### src/rtl/jtkunio_gfx_romrq.sv
// SDRAM-side responder for one graphics ROM layer port, with a tag cache.
// Optional JTKUNIO_ROMRQ_CACHE2_EN: two-entry cache with 1-bit LRU replacement.
module jtkunio_gfx_romrq #(
  parameter int             AW     = 18,
  parameter int             SDW    = 22,
  parameter logic [SDW-1:0] OFFSET = {SDW{1'b0}}
) (
  input  logic           clk,
  input  logic           rst,
  input  logic           rom_cs,
  input  logic [AW-1:0]  rom_addr,
  output logic [31:0]    rom_data,
  output logic           rom_ok,
  output logic [SDW-1:0] sdram_addr,
  output logic           sdram_req,
  input  logic           sdram_ack,
  input  logic           sdram_rdy,
  input  logic [31:0]    sdram_din
);

  typedef enum logic [1:0] {IDLE = 2'd0, REQ = 2'd1, WAIT = 2'd2} state_t;

  state_t         state_r;
  state_t         next_state_s;
  logic [AW-1:0]  pend_addr_r;
  logic           hit_s;
  logic [31:0]    hit_data_s;
  logic           start_s;
  logic           fill_s;
  logic           serve_s;
  logic           bypass_s;
  logic [SDW-1:0] addr_ext_s;

  assign addr_ext_s = SDW'(rom_addr);

`ifdef JTKUNIO_ROMRQ_CACHE2_EN
  logic [AW-1:0] tag_r [2];
  logic [31:0]   data_r [2];
  logic [1:0]    valid_r;
  logic          lru_r;   // entry to replace on the next fill
  logic          hit0_s;
  logic          hit1_s;

  assign hit0_s = valid_r[0] && (tag_r[0] == rom_addr);
  assign hit1_s = valid_r[1] && (tag_r[1] == rom_addr);

  // Two-entry hit detection and data select
  always_comb begin
    hit_s = hit0_s || hit1_s;
    if (hit0_s) begin
      hit_data_s = data_r[0];
    end else begin
      hit_data_s = data_r[1];
    end
  end

  // Cache storage: fills go to the LRU entry, hits mark the other one as victim
  always_ff @(posedge clk or posedge rst) begin
    if (rst) begin
      tag_r[0]  <= {AW{1'b0}};
      tag_r[1]  <= {AW{1'b0}};
      data_r[0] <= 32'h0;
      data_r[1] <= 32'h0;
      valid_r   <= 2'b00;
      lru_r     <= 1'b0;
    end else if (fill_s) begin
      tag_r[lru_r]   <= pend_addr_r;
      data_r[lru_r]  <= sdram_din;
      valid_r[lru_r] <= 1'b1;
      lru_r          <= ~lru_r;
    end else if (serve_s) begin
      lru_r <= hit0_s;
    end
  end
`else
  logic [AW-1:0] tag_r;
  logic [31:0]   data_r;
  logic          valid_r;

  // Single-entry hit detection
  always_comb begin
    hit_s      = valid_r && (tag_r == rom_addr);
    hit_data_s = data_r;
  end

  // Cache storage: every fill overwrites the single entry
  always_ff @(posedge clk or posedge rst) begin
    if (rst) begin
      tag_r   <= {AW{1'b0}};
      data_r  <= 32'h0;
      valid_r <= 1'b0;
    end else if (fill_s) begin
      tag_r   <= pend_addr_r;
      data_r  <= sdram_din;
      valid_r <= 1'b1;
    end
  end
`endif

  // Next-state logic; rdy without a prior ack in REQ is ignored unless ack comes with it
  always_comb begin
    next_state_s = state_r;
    start_s      = 1'b0;
    fill_s       = 1'b0;
    case (state_r)
      IDLE: begin
        if (rom_cs && !hit_s) begin
          next_state_s = REQ;
          start_s      = 1'b1;
        end else begin
          next_state_s = IDLE;
        end
      end
      REQ: begin
        if (sdram_ack && sdram_rdy) begin
          next_state_s = IDLE;
          fill_s       = 1'b1;
        end else if (sdram_ack) begin
          next_state_s = WAIT;
        end else begin
          next_state_s = REQ;
        end
      end
      WAIT: begin
        if (sdram_rdy) begin
          next_state_s = IDLE;
          fill_s       = 1'b1;
        end else begin
          next_state_s = WAIT;
        end
      end
      default: begin
        next_state_s = IDLE;
      end
    endcase
  end

  // Hits only count in IDLE; a completing fill is forwarded straight to the layer
  assign serve_s  = (state_r == IDLE) && rom_cs && hit_s;
  assign bypass_s = fill_s && rom_cs && (rom_addr == pend_addr_r);

  // State register
  always_ff @(posedge clk or posedge rst) begin
    if (rst) begin
      state_r <= IDLE;
    end else begin
      state_r <= next_state_s;
    end
  end

  // Registered layer and SDRAM outputs
  always_ff @(posedge clk or posedge rst) begin
    if (rst) begin
      pend_addr_r <= {AW{1'b0}};
      sdram_addr  <= {SDW{1'b0}};
      sdram_req   <= 1'b0;
      rom_ok      <= 1'b0;
      rom_data    <= 32'h0;
    end else begin
      if (start_s) begin
        pend_addr_r <= rom_addr;
        sdram_addr  <= OFFSET + addr_ext_s;
      end
      if (start_s) begin
        sdram_req <= 1'b1;
      end else if ((state_r == REQ) && sdram_ack) begin
        sdram_req <= 1'b0;
      end
      rom_ok <= bypass_s || serve_s;
      if (bypass_s) begin
        rom_data <= sdram_din;
      end else if (serve_s) begin
        rom_data <= hit_data_s;
      end
    end
  end

endmodule

### config.mk
export PLATFORM = sky130hd
export DESIGN_NAME = jtkunio_gfx_romrq
export DESIGN_NICKNAME = d
export VERILOG_FILES = /design/src/rtl/jtkunio_gfx_romrq.sv
export SDC_FILE = /design/constraint.sdc
export NUM_CORES = 1
export LEC_CHECK = 0
export ABC_AREA = 1
export BUFFER_PORTS_ARGS = -buffer_cell sky130_fd_sc_hd__buf_4
export CORE_UTILIZATION = 25
export CTS_CLUSTER_DIAMETER = 30
export CTS_CLUSTER_SIZE = 16
export DETAILED_ROUTE_END_ITERATION = 12
export PLACE_DENSITY = 0.55
export SLEW_MARGIN = 30
export SYNTH_ARGS = -nofsm -noshare
export SYNTH_HDL_FRONTEND = slang
export SYNTH_SLANG_ARGS = --single-unit
### constraint.sdc
create_clock -name clk -period 3.2 [get_ports clk]
set_input_delay 0.64 -clock clk [delete_from_list [all_inputs] [get_ports clk]]
set_output_delay 0.64 -clock clk [all_outputs]
set_load 0.01 [all_outputs]
==> results of run 1 <==
==> cells in the final DEF (no fill, tap or decap) <==
master and n:
or3_1 1, inv_2 14, xnor2_1 2, nor2_4 1, buf_12 1, conb_1 4, o21ai_0 24, clkbuf_8 2
nor3b_2 1, o22ai_1 1, dfrtp_1 105, o211ai_1 1, nor2_2 2, nor3_1 2, ha_1 4, clkinv_1 6
and3_1 1, buf_4 117, nor3_2 1, or2_2 1, clkbuf_1 1, a21oi_2 1, a21oi_1 2, nor2_1 25
nand4_1 7, nand4_2 1, xor2_1 3, nand3_1 85, inv_1 43, clkbuf_16 9, nand2_2 2, nand2_1 401
clkinvlp_4 2, nor3b_1 1, o21ai_1 1, clkinv_4 2, nand3_2 2, inv_8 1
==> flip-flops by register name, summed over array words and instances (netlist names) <==
| register | count |
|---|---|
| data_r | 32 |
| rom_ok | 1 |
| rom_data | 32 |
| tag_r | 18 |
| valid_r | 1 |
| sdram_req | 1 |
| pend_addr_r | 18 |
| state_r | 2 |
==> critical path, stage by stage (launching register included) <==
cell,delay [ns]
dfrtp_1,0.37
inv_1,0.07
ha_1,0.29
nand2_1,0.08
nor2_4,0.36
inv_2,0.07
nor3b_2,0.21
nand3_2,0.12
nand2_2,0.55
nand2_1,0.15
nand2_1,0.09
==> final cells by class <==
class / count / area (sq um)
flip-flops and latches: 105 / 2628
repair buffers: 118 / 898.4
multi-input cells: 577 / 2462
clock inverters: 4 / 36.28
clock buffers: 12 / 256.5
fillers: 2335 / 14480
inverters: 64 / 244.0
well taps: 275 / 344.1
==> layer usage <==
metal	global-route usage	vias up
met4	0.04091	0
li1	-	2591
met1	0.2145	2376
met2	0.2343	130
met3	0.02576	11
met5	0	-
==> cell families after synthesis <==
kind of cell,Yosys count,share of synthesized area
adder cells (fa/ha/maj),4,0.009075
buffers and inverters,101,0.07917
flip-flops,105,0.4764
AND/OR/NAND/NOR,534,0.3981
AO/OA/AOI/OAI,30,0.02859
other,1,0.0006799
XOR/XNOR,5,0.007942
==> stage by stage <==
stage	total power, uW	hold slack (ns)
global route	5243	0.4237
detailed placement	3754	0.4588
global placement	3733	0.4534
floorplan	3126	0.4422
finish	4817	0.4048
CTS	4892	0.4071
==> worst paths after layout <==
path / startpoint / to / slack (ns) / cells past startpoint
max: state_r[0] / rom_data[25] / 0.74 / 10
min: rst / pend_addr_r[17] / 0.40 / 3
max reg2reg: state_r[0] / rom_data[25] / 0.74 / 10
min reg2reg: data_r[21] / data_r[21] / 0.47 / 2
max in group asynchronous: rst / tag_r[8] / 2.39 / 3
min in group clk: data_r[21] / data_r[21] / 0.47 / 2
==> power breakdown <==
part / leakage, uW / internal, uW / switching (uW)
combinational: 0.00236 / 667 / 989
clock: 0.000141 / 580 / 518
sequential: 0.00136 / 1730 / 328
==> run_results.csv, run 1 <==
group,metric,value,unit
run_status,status,"finished clean",
grt,grt_pass1_vias,4862,
routing,drtPass1Iterations,5,
finish,antenna_cells,0,
clock_tree,postCtsHoldBufs,0,
grt,grt_usage,0.1510,
clock_tree,clock_latency,0.35,ns
timing,fin_setup_tns,0,ns
floorplan,core-area,21350,sq um
synthesis,synth_area_leaders,"dfrtp_1 48%, nand2_1 27%, nand3_1 7.7%",
timing,post-route-period-util,0.7679,
finish,drive_gt1_frac,0.1818,
timing,worstMarginPinSlew,0.7195,ns
finish,final_cells,1155,
floorplan,die-area,22660,sq um
place,routabilityCongestion,0.8613,
worst_setup_path,path_class,"reg2reg",
worst_setup_path,critical_path.endpoint_type,"register",
grt,grt_antenna_before_repair,0,
place,placed_cells,1139,
finish,nets,934,
synthesis,synthArstFlopShare,1.000,
routing,top_layer,"met4",
finish,area_growth,24.55,%
routing,drt_iter0_markers,254,
clock_tree,clock_sinks,105,
synthesis,yosys_warnings,0,
power,p_leak,0.003853,uW
routing,wl,16340,um
place,port_buffers,106,
place,dp_hpwl,11020,um
clock_tree,cts_buffer_depth,2,
synthesis,synth-seq-area-share,0.4764,
timing,rsz0062_at_grt,"false",
timing,slew_headroom,0.5186,
clock_tree,cts_resized,0,
worst_setup_path,cp.arrival,2.74,ns
synthesis,syn-cell-area,5515,sq um
routing,ant_nets,0,
grt,grt_max_degree,82,
grt,overflow,0,
worst_hold_path,hp-class,"in2async",
worst_setup_path,crit_required,3.49,ns
worst_setup_path,worst-path-max-fanout,33,
floorplan,io_pins,111,
synthesis,synth_largest_area_cell,"dfrtp_1",
job,drv_cap,0,
synthesis,synth.avg_cell_area,7.071,sq um
finish,post-route-util,0.3217,
routing,wl_per_cell,14.15,um
timing,clock_skew,0.01164,ns
routing,route.vias.total,5108,
synthesis,synth_common_cells,"401 x nand2_1, 105 x dfrtp_1, 85 x nand3_1",
routing,route.met2.wl,7397,um
timing,max_freq,406.9,MHz
synthesis,ys_types,35,
clock_tree,cts_buffers,9,
clock_tree,htreeDepth,3,
clock_tree,cts_setup_buffers,0,
timing,finalSetupViolCount,0,
timing,hold_viol,0,
synthesis,synth_edf_count,0,
floorplan,rows,53,
power,pwr_density_cell,701.2,nW/um^2
timing,maxSlewViolCount,0,
floorplan,start_util,0.2583,
clock_tree,clk_pin_slew,0.08,ns
floorplan,die_w,150.5,um
routing,drc_errors,0,
synthesis,ys_seq_elements,105,
synthesis,synth_cells,780,
place,dp_slack,0.6663,ns
synthesis,synth-main-ff-cell,"dfrtp_1",
clock_tree,cts-root-buf,"clkbuf_16",
finish,stdcell_area,6869,sq um
worst_setup_path,cp-start-kind,"register",
timing,period_needed,2.457,ns
floorplan,die_h,150.5,um
routing,wl_met3,722,um
grt,grt_pass1_wl,26160,um
routing,viasPerCell,4.423,
synthesis,synth.most_common_cell,"nand2_1",
timing,fin_ws,0.7426,ns
routing,wl_met1,8084,um
place,placed_area,6576,sq um
clock_tree,cts_tree,"built",
power,ir_drop,0.0002231,V
synthesis,yosysTopAreaCellShare,0.4764,
(Power assumes the default switching activity.)
==> run 2, diff against run 1 <==
--- a/config.mk
+++ b/config.mk
@@ -11,7 +11,7 @@
 export CTS_CLUSTER_DIAMETER = 30
 export CTS_CLUSTER_SIZE = 16
 export DETAILED_ROUTE_END_ITERATION = 12
-export PLACE_DENSITY = 0.55
+export PLACE_DENSITY = 0.54
 export SLEW_MARGIN = 30
 export SYNTH_ARGS = -nofsm -noshare
 export SYNTH_HDL_FRONTEND = slang
==> constraint.sdc (replaced) <==
create_clock -name clk -period 2.35 [get_ports clk]
set_input_delay 0.47 -clock clk [delete_from_list [all_inputs] [get_ports clk]]
set_output_delay 0.47 -clock clk [all_outputs]
set_load 0.01 [all_outputs]
==> run 2 against run 1 <==
Effect of this change: critical path depth up 1; fmax increased by 24%; clock skew hardly changed; via count decreased by 0.78%; first-iteration DRC count is 7.5% higher; flip-flop and latch count unchanged; hold slack got worse by 0.12 ns; final area is 1.1% higher; core utilization up 0.34 points; register-to-register slack got worse by 0.38 ns; largest cell class unchanged; highest routed layer unchanged.
==> run_results.csv, run 2 (synthesis gave the netlist of run 1 again) <==
group,metric,value,unit
run_status,status,"finished clean",
floorplan,die_h,150.5,um
routing,drc_errors,0,
grt,grt_pass1_vias,4809,
timing,holdWs,0.2859,ns
grt,grt_antenna_before_repair,0,
grt,overflow,0,
finish,nets,938,
worst_setup_path,critical_path.endpoint_type,"register",
place,routabilityCongestion,0.8310,
finish,drive_gt1_frac,0.1867,
routing,viasPerCell,4.373,
worst_setup_path,crit_required,2.65,ns
clock_tree,cts-root-buf,"clkbuf_16",
timing,finalSetupViolCount,0,
worst_setup_path,r2r_slack,0.37,ns
clock_tree,cts_buffer_depth,2,
clock_tree,clock_latency,0.36,ns
worst_setup_path,critPathSlowestCell,"dfrtp_1",
floorplan,core-area,21350,sq um
clock_tree,htreeDepth,3,
timing,worstMarginPinSlew,0.5892,ns
worst_setup_path,worst-path-max-fanout,21,
timing,clock_skew,0.01123,ns
worst_setup_path,slowest_delay,0.39,ns
place,dp_hpwl,11120,um
floorplan,io_pins,111,
worst_setup_path,path_cells,"inv_1 > ha_1 > nand2_1 > nor2_4 > nand4_1 > nor2_2 > buf_4 > nand3_1 > nand2_1 > nand2_1 > nand2_1",
job,drv_cap,0,
worst_setup_path,cp_common_cell,"nand2_1",
finish,largestRegisters,"data_r (32), rom_data (32)",
clock_tree,cts_setup_buffers,0,
finish,antenna_cells,0,
clock_tree,postCtsHoldBufs,0,
clock_tree,clk_pin_slew,0.08,ns
routing,wl_per_cell,13.97,um
timing,maxSlewViolCount,0,
floorplan,start_util,0.2583,
timing,slew_headroom,0.6072,
clock_tree,cts_buffers,9,
worst_setup_path,cp-start-kind,"register",
clock_tree,cts_tree,"built",
floorplan,die_w,150.5,um
clock_tree,cts_resized,0,
routing,drt_iter0_markers,273,
routing,drtPass1Iterations,5,
timing,fin_setup_tns,0,ns
finish,most-common-layout-cells,"401 x nand2_1, 119 x buf_4, 105 x dfrtp_1",
timing,hold_viol,0,
routing,route.vias.total,5068,
place,port_buffers,106,
routing,wl,16190,um
grt,grt_max_degree,106,
worst_setup_path,cp.arrival,2.29,ns
finish,area_growth,25.86,%
finish,layout_commonest_cell,"nand2_1",
power,ir_drop,0.0002763,V
timing,max_freq,503.9,MHz
routing,ant_nets,0,
worst_setup_path,path_class,"reg2reg",
timing,post-route-period-util,0.8445,
timing,period_needed,1.985,ns
worst_hold_path,hp-class,"in2async",
floorplan,die-area,22660,sq um
floorplan,rows,53,
power,pwr_density_cell,961.9,nW/um^2
grt,grt_usage,0.1504,
grt,grt_pass1_wl,25960,um
power,p_leak,0.003893,uW
clock_tree,clock_sinks,105,
timing,rsz0062_at_grt,"false",
==> run 2: routing by layer <==
metal	vias to the layer above	routed length, um	global-route usage
li1	2590	-	-
met1	2360	8264	0.2200
met2	106	7035	0.2237
met3	12	691	0.02364
met4	0	198	0.04848
met5	-	0	0
==> run 2: cell type report <==
class	count	area, sq um
Multi-Input combinational cell	577	2462
Clock inverter	6	71.32
Inverter	64	244.0
Tap cell	275	344.1
Clock buffer	10	239.0
Fill cell	2338	14410
Sequential cell	105	2628
Timing Repair Buffer	122	953.4
==> run 2: stage by stage <==
step	instance area (sq um)	worst slack (ns)	power, uW	utilization	instances
after floorplan	5530	0.5679	4256	-	783
after global placement	6631	0.3169	5097	0.3106	1143
after detailed placement	6631	0.3109	5121	0.3106	1143
after CTS	6942	0.2956	6766	0.3251	1159
after global routing	6942	0.1115	7244	0.3251	1159
final	6942	0.3653	6677	0.3251	1159
==> run 2: power breakdown <==
part           leakage (uW)  internal, uW  switching (uW)  total [uW]
Sequential          0.00136          2360             442        2800
Combinational       0.00238           917            1350        2270
Clock              0.000151           870             736        1610
==> run 2: worst paths after layout <==
check,startpoint,endpoint,cells after the start
hold / removal,rst,rom_ok,3
setup reg to reg,state_r[1],rom_data[7],11
max in group asynchronous,rst,tag_r[0],3
hold reg to reg,data_r[6],data_r[6],2
setup / recovery,state_r[1],rom_data[7],11
min in group clk,sdram_din[25],data_r[25],3
==> run 2: worst max-delay path: cells and delay by family (launching register included) <==
kind,cells,cell delay (ns)
flops,1,0.39
fa+ha+maj,1,0.27
buf+inv,2,0.38
simple gates,8,0.89
